### config.mk
export PLATFORM = sky130hd
export DESIGN_NAME = ex_issue_ctrl
export DESIGN_NICKNAME = d
export VERILOG_FILES = /design/src/rtl/ex_issue_ctrl_pkg.sv /design/src/rtl/ex_issue_ctrl_mem_reg.sv /design/src/rtl/ex_issue_ctrl.sv
export SDC_FILE = /design/constraint.sdc
export NUM_CORES = 1
export LEC_CHECK = 0
export CAP_MARGIN = 20
export CORE_MARGIN = 5
export CORE_UTILIZATION = 43
export DETAILED_ROUTE_END_ITERATION = 10
export PLACE_DENSITY = 0.81
export SYNTH_ARGS = -nofsm -noshare
export SYNTH_HDL_FRONTEND = slang
export SYNTH_SLANG_ARGS = --single-unit
export TNS_END_PERCENT = 5
### constraint.sdc
create_clock -name clk -period 2.2 [get_ports clk]
set_input_delay 0.66 -clock clk [delete_from_list [all_inputs] [get_ports clk]]
set_output_delay 0.66 -clock clk [all_outputs]
set_load 0.02 [all_outputs]
### src/rtl/ex_issue_ctrl_pkg.sv
// ex_issue_ctrl_pkg: shared ALU control codes, datapath defaults and EX-stage FSM states.
package ex_issue_ctrl_pkg;
  localparam int DATA_W_DEF = 32;
  localparam int CTRL_W_DEF = 5;
  localparam logic [CTRL_W_DEF-1:0] ALUCTRL_ADD    = 5'd0;
  localparam logic [CTRL_W_DEF-1:0] ALUCTRL_SUB    = 5'd1;
  localparam logic [CTRL_W_DEF-1:0] ALUCTRL_AND    = 5'd2;
  localparam logic [CTRL_W_DEF-1:0] ALUCTRL_OR     = 5'd3;
  localparam logic [CTRL_W_DEF-1:0] ALUCTRL_XOR    = 5'd4;
  localparam logic [CTRL_W_DEF-1:0] ALUCTRL_SLL    = 5'd5;
  localparam logic [CTRL_W_DEF-1:0] ALUCTRL_SRL    = 5'd6;
  localparam logic [CTRL_W_DEF-1:0] ALUCTRL_SRA    = 5'd7;
  localparam logic [CTRL_W_DEF-1:0] ALUCTRL_SLT    = 5'd8;
  localparam logic [CTRL_W_DEF-1:0] ALUCTRL_SLTU   = 5'd9;
  localparam logic [CTRL_W_DEF-1:0] ALUCTRL_BEQ    = 5'd10;
  localparam logic [CTRL_W_DEF-1:0] ALUCTRL_BNE    = 5'd11;
  localparam logic [CTRL_W_DEF-1:0] ALUCTRL_BLT    = 5'd12;
  localparam logic [CTRL_W_DEF-1:0] ALUCTRL_BGE    = 5'd13;
  localparam logic [CTRL_W_DEF-1:0] ALUCTRL_BLTU   = 5'd14;
  localparam logic [CTRL_W_DEF-1:0] ALUCTRL_BGEU   = 5'd15;
  localparam logic [CTRL_W_DEF-1:0] ALUCTRL_JAL    = 5'd16;
  localparam logic [CTRL_W_DEF-1:0] ALUCTRL_MUL    = 5'd17;
  localparam logic [CTRL_W_DEF-1:0] ALUCTRL_MULH   = 5'd18;
  localparam logic [CTRL_W_DEF-1:0] ALUCTRL_MULHSU = 5'd19;
  localparam logic [CTRL_W_DEF-1:0] ALUCTRL_MULHU  = 5'd20;
  localparam logic [CTRL_W_DEF-1:0] ALUCTRL_DIV    = 5'd21;
  localparam logic [CTRL_W_DEF-1:0] ALUCTRL_DIVU   = 5'd22;
  localparam logic [CTRL_W_DEF-1:0] ALUCTRL_REM    = 5'd23;
  localparam logic [CTRL_W_DEF-1:0] ALUCTRL_REMU   = 5'd24;

  typedef enum logic [1:0] {RUN, MD_WAIT, MD_DONE} ex_state_e;

  function automatic logic is_md(input logic [CTRL_W_DEF-1:0] c);
    return (c >= ALUCTRL_MUL) && (c <= ALUCTRL_REMU);
  endfunction

  function automatic logic is_br(input logic [CTRL_W_DEF-1:0] c);
    return (c >= ALUCTRL_BEQ) && (c <= ALUCTRL_JAL);
  endfunction
endpackage

### src/rtl/ex_issue_ctrl_mem_reg.sv
// ex_mem_reg: EX/MEM pipeline register that holds its contents while en_i is low.
module ex_mem_reg
  import ex_issue_ctrl_pkg::*;
#(
  parameter int DATA_W = DATA_W_DEF
) (
  input  logic              clk,
  input  logic              rst_n,
  input  logic              en_i,
  input  logic              valid_i,
  input  logic [DATA_W-1:0] result_i,
  input  logic [4:0]        rd_i,
  input  logic              regwrite_i,
  input  logic              taken_i,
  output logic              valid_o,
  output logic [DATA_W-1:0] result_o,
  output logic [4:0]        rd_o,
  output logic              regwrite_o,
  output logic              taken_o
);
  always_ff @(posedge clk or negedge rst_n)
    if (!rst_n) begin
      valid_o    <= 1'b0;
      result_o   <= '0;
      rd_o       <= '0;
      regwrite_o <= 1'b0;
      taken_o    <= 1'b0;
    end else if (en_i) begin
      valid_o    <= valid_i;
      result_o   <= result_i;
      rd_o       <= rd_i;
      regwrite_o <= regwrite_i;
      taken_o    <= taken_i;
    end
endmodule

### src/rtl/ex_issue_ctrl.sv
// ex_issue_ctrl: ID/EX register and issue FSM driving the ALU, stalling ID across
// multi-cycle mult/div ops and feeding results into the EX/MEM register.
module ex_issue_ctrl
  import ex_issue_ctrl_pkg::*;
#(
  parameter int DATA_W = DATA_W_DEF,
  parameter int CTRL_W = CTRL_W_DEF
) (
  input  logic              clk,
  input  logic              rst_n,
  input  logic              id_valid,
  input  logic [CTRL_W-1:0] id_alu_ctrl,
  input  logic [DATA_W-1:0] id_rdata1,
  input  logic [DATA_W-1:0] id_rdata2,
  input  logic [DATA_W-1:0] id_imm,
  input  logic [DATA_W-1:0] id_pc,
  input  logic              id_pcsrc,
  input  logic              id_immsrc,
  input  logic [4:0]        id_rd,
  input  logic              id_regwrite,
  input  logic              flush,
  input  logic              mem_stall,
  output logic [CTRL_W-1:0] alu_ctrl,
  output logic [DATA_W-1:0] rdata1,
  output logic [DATA_W-1:0] rdata2,
  output logic [DATA_W-1:0] imm,
  output logic [DATA_W-1:0] pc_out,
  output logic              alu_pcsrc,
  output logic              alu_immsrc,
  input  logic [DATA_W-1:0] alu_result,
  input  logic              alu_is_zero,
  input  logic              alu_ready,
  output logic              ex_stall,
  output logic              branch_taken,
  output logic              mem_valid,
  output logic [DATA_W-1:0] mem_result,
  output logic [4:0]        mem_rd,
  output logic              mem_regwrite
);
  ex_state_e         state_q, state_d;
  logic              v_q, v_d;
  logic [DATA_W-1:0] hold_q, hold_d;
  logic [CTRL_W-1:0] ctrl_q;
  logic [4:0]        rd_q;
  logic              regwrite_q;
  logic              md_op, kill, ex_v, load, run, done, wr_v;

  assign run      = state_q == RUN;
  assign done     = state_q == MD_DONE;
  assign md_op    = is_md(ctrl_q);
  assign kill     = flush & run;
  assign ex_v     = v_q & ~kill;
  assign ex_stall = ~run | mem_stall | (run & v_q & md_op);
  assign load     = ~ex_stall;
  // Outside a live op the ALU sees ADD so a stale mult/div code can never start it.
  assign alu_ctrl = (v_q & ~done) ? ctrl_q : CTRL_W'(ALUCTRL_ADD);

  always_comb begin
    state_d = state_q;
    v_d     = v_q;
    hold_d  = hold_q;
    case (state_q)
      RUN: begin
        v_d     = kill ? 1'b0 : (load ? id_valid : v_q);
        state_d = (v_q & md_op & ~flush) ? MD_WAIT : RUN;
      end
      MD_WAIT: if (alu_ready) begin
        hold_d  = alu_result;
        state_d = MD_DONE;
      end
      MD_DONE: if (!mem_stall) begin
        v_d     = 1'b0;
        state_d = RUN;
      end
      default: state_d = RUN;
    endcase
  end

  always_ff @(posedge clk or negedge rst_n)
    if (!rst_n) begin
      state_q    <= RUN;
      v_q        <= 1'b0;
      hold_q     <= '0;
      ctrl_q     <= CTRL_W'(ALUCTRL_ADD);
      rdata1     <= '0;
      rdata2     <= '0;
      imm        <= '0;
      pc_out     <= '0;
      alu_pcsrc  <= 1'b0;
      alu_immsrc <= 1'b0;
      rd_q       <= '0;
      regwrite_q <= 1'b0;
    end else begin
      state_q <= state_d;
      v_q     <= v_d;
      hold_q  <= hold_d;
      if (load && id_valid) begin
        ctrl_q     <= id_alu_ctrl;
        rdata1     <= id_rdata1;
        rdata2     <= id_rdata2;
        imm        <= id_imm;
        pc_out     <= id_pc;
        alu_pcsrc  <= id_pcsrc;
        alu_immsrc <= id_immsrc;
        rd_q       <= id_rd;
        regwrite_q <= id_regwrite;
      end
    end

  assign wr_v = done | (run & ex_v & ~md_op);

  ex_mem_reg #(.DATA_W(DATA_W)) u_ex_mem (
    .clk       (clk),
    .rst_n     (rst_n),
    .en_i      (~mem_stall),
    .valid_i   (wr_v),
    .result_i  (done ? hold_q : alu_result),
    .rd_i      (rd_q),
    .regwrite_i(wr_v & regwrite_q),
    .taken_i   (run & ex_v & is_br(ctrl_q) & alu_is_zero),
    .valid_o   (mem_valid),
    .result_o  (mem_result),
    .rd_o      (mem_rd),
    .regwrite_o(mem_regwrite),
    .taken_o   (branch_taken)
  );
endmodule

==> impl_metrics.ini, run 1 <==
[drt]
vias = 6197
via_per_inst = 4.95
wl_per_cell_um = 20.0
drtPass1Iterations = 4
drtIter0Drc = 201
drtAntennaViolNets = 0
remaining_drc_errors = 0
finalWirelength_um = 25100

[yosys]
synth_edf_count = 0
yosys-top-cells-count = dfrtp_1 (216), mux2_1 (130), mux2_2 (46)
ys_seq_elements = 216
ys_types = 35
netlist.area_leader.share_pct = 62.9
netlist_area_um2 = 8600
synth_top_area_cell = dfrtp_1
synth_nets = 755
yosysMostFrequentCell = dfrtp_1
yosys_warnings = 0
synth_area_leaders = dfrtp_1 (63%), mux2_1 (17%), mux2_2 (6.0%), mux2i_1 (3.7%), o21ai_0 (2.0%)
ys.flop_type = dfrtp_1
async_flop_share_pct = 100
synth.avg_cell_area_um2 = 15.0
postSynthCellCount = 575
ys_seq_area_share_pct = 62.9

[run_status]
violations = negative setup slack
run_status = complete, but fails checks

[timing]
maxSlewHeadroom_pct = 53.7
finalCriticalPeriod_ns = 2.40
drv_slew = 0
clock-skew-final_ns = 0.00595
max_freq_ghz = 0.418
rsz0062_at_grt = true
setup_viol = 1
period_share_pct = 109
worst_slack_ns = -0.195
tightest_slew_ns = 0.694
hold_violations = 0

[power]
power.density_nw_per_um2 = 1360
pwr-share-comb_pct = 42.7
p_seq_share_pct = 35.6
switching_power_w = 0.00620
p_clk_share_pct = 21.7
ir_drop_mv = 0.690
switching_share_pct = 33.5
p_total_w = 0.0185
leakagePower_nw = 5.86
intPower_w = 0.0123

[clock_tree]
h-tree-depth = 1
cts.sinks = 216
cts_tree = yes
clockBufferDepth = 3
cts_buffers = 24
cts-root-buf = clkbuf_16
worstSkewPairLatency_ns = 0.50
clk_pin_slew_ns = 0.06

[critical_path]
critPathArrivalTime_ns = 1.74
crit_path_start_kind = flop
cpMaxStageDelayCell = or4_4
end_kind = output port
slowest_delay_ns = 0.57
cp_max_fo = 2
required_ns = 1.54
critical_path.top_delay_family = simple AND/OR/NAND/NOR gates
reg2regPathDepth = 6
crit_chain = or4_4, nand3_4, nand2_2, buf_6
cp_num_buf_inv = 1
worstSetupPathDepth = 4
setup.worst_path.class = reg2out

[finish]
nets = 1151
fill_cells = 1380
fin_area_um2 = 13600
n_antenna_cell = 0
drive_above_1_share_pct = 15.1
syn2layout_area_growth_pct = 58.4

[die]
die_x_um = 151
fp.coreArea_um2 = 19600
die_h_um = 151
row_count = 51
io_pins = 356
die_area_um2 = 22900
start_util_pct = 43.9

[global_routing]
grt_pass1_wl_um = 37100
grt_max_degree = 76
gr-total-overflow = 0
grt_pass1_vias = 6622
grt_util_all_layers_pct = 20.8
antenna_found_initial = 2

[worst_hold_path]
hp-class = in2async

[placed_design]
place_ws_ns = -0.503
dp_hpwl_um = 18500
numPortBuffers = 355
post_dp_cell_area_um2 = 12600
place_congestion = 0.799

[job]
maxCapViolations = 0
state kept, by name (all words and copies together), names as in the netlist, 2 cells and up:
name,flops
u_ex_mem.result_o,32
pc_out,32
state_q,2
rdata1,32
ctrl_q,5
hold_q,32
imm,32
rdata2,32
rd_q,5
u_ex_mem.rd_o,5
layer usage:
layer | GRT usage [%] | vias to the layer above | part of all wire [%]
li1 | - | 2818 | -
met1 | 23.7 | 3061 | 35
met2 | 36.8 | 259 | 51
met3 | 7.42 | 55 | 11
met4 | 5.94 | 4 | 3.0
met5 | 0 | - | 0.060
kinds of logic (layout without fill, tap and decap cells):
kind of cell	Yosys count	after routing	synth area share [%]
compound gates	45	45	3.11
buf+inv	35	448	3.30
flops	216	216	62.9
mux	208	208	26.8
simple gates	71	71	3.94
cell type report:
| type | instances | area (um2) | area share [%] |
|---|---|---|---|
| Timing Repair Buffer | 404 | 4130 | 30.3 |
| Clock buffer | 38 | 724 | 5.32 |
| Sequential cell | 216 | 5410 | 39.7 |
| Inverter | 1 | 3.75 | 0.0276 |
| Tap cell | 265 | 332 | 2.43 |
| Clock inverter | 5 | 75.1 | 0.551 |
| Multi-Input combinational cell | 324 | 2950 | 21.7 |
path summary, 6_finish.rpt:
kind,start,end,slack [ns]
worst max register to register,state_q[1],rdata1[6],0.03
worst min-delay path,rst_n,hold_q[5],0.08
max in group asynchronous,rst_n,rdata1[28],1.44
min in group clk,imm[1],imm[1],0.48
worst max-delay path,ctrl_q[1],ex_stall,-0.20
worst min register to register,imm[1],imm[1],0.48
power by group through the flow:
stage	registers (W)	logic [W]	clock network (W)
2_1_floorplan	0.00820	0.00209	0
3_3_place_gp	0.00655	0.00765	0
3_5_place_dp	0.00667	0.00783	0
4_1_cts	0.00663	0.00787	0.00412
5_1_grt	0.00683	0.00836	0.00429
6_report	0.00661	0.00791	0.00403
stage by stage:
| stage | instances | util, % | setup TNS, ns | hold WS (ns) |
|---|---|---|---|---|
| after global routing | 1253 | 69.5 | -1.12 | 0.0917 |
| after floorplan | 575 | - | -8.08 | 0.364 |
| after global placement | 1201 | 64.6 | -61.64 | 0.464 |
| after CTS | 1246 | 68.7 | -0.216 | 0.0819 |
| final | 1253 | 69.5 | -0.195 | 0.0835 |
| after detailed placement | 1201 | 64.6 | -64.63 | 0.474 |
repair_timing:
action	4_1_cts	5_1_grt
hold endpoints to repair	0	0
gates resized for setup	35	31
setup buffers	2	6
cloned	0	1
hold buffers	0	0
pin swaps	2	2
endpoints found under the setup margin	11	111
cell usage in the layout, fill, tap and decap left out, types with 11 or more instances in the layout:
cell type        instances
clkdlybuf4s50_1        329
dfrtp_1                215
mux2_1                 130
mux2_2                  46
nand2_1                 39
o21ai_0                 34
buf_4                   34
mux2i_1                 32
clkbuf_16               26
dlymetal6s2s_1          15
buf_12                  11
Power figures use the tool's default switching activity.
==> run 2: changes to the inputs <==
- HOLD_SLACK_MARGIN: default -> 0.05
==> results of run 2 <==
No change in the layout: final DEF, timing and power equal those of run 1.
==> run 3: changes to the inputs <==
- SLEW_MARGIN: default -> 10
==> results of run 3 <==
No change in the layout: final DEF, timing and power equal those of run 1.
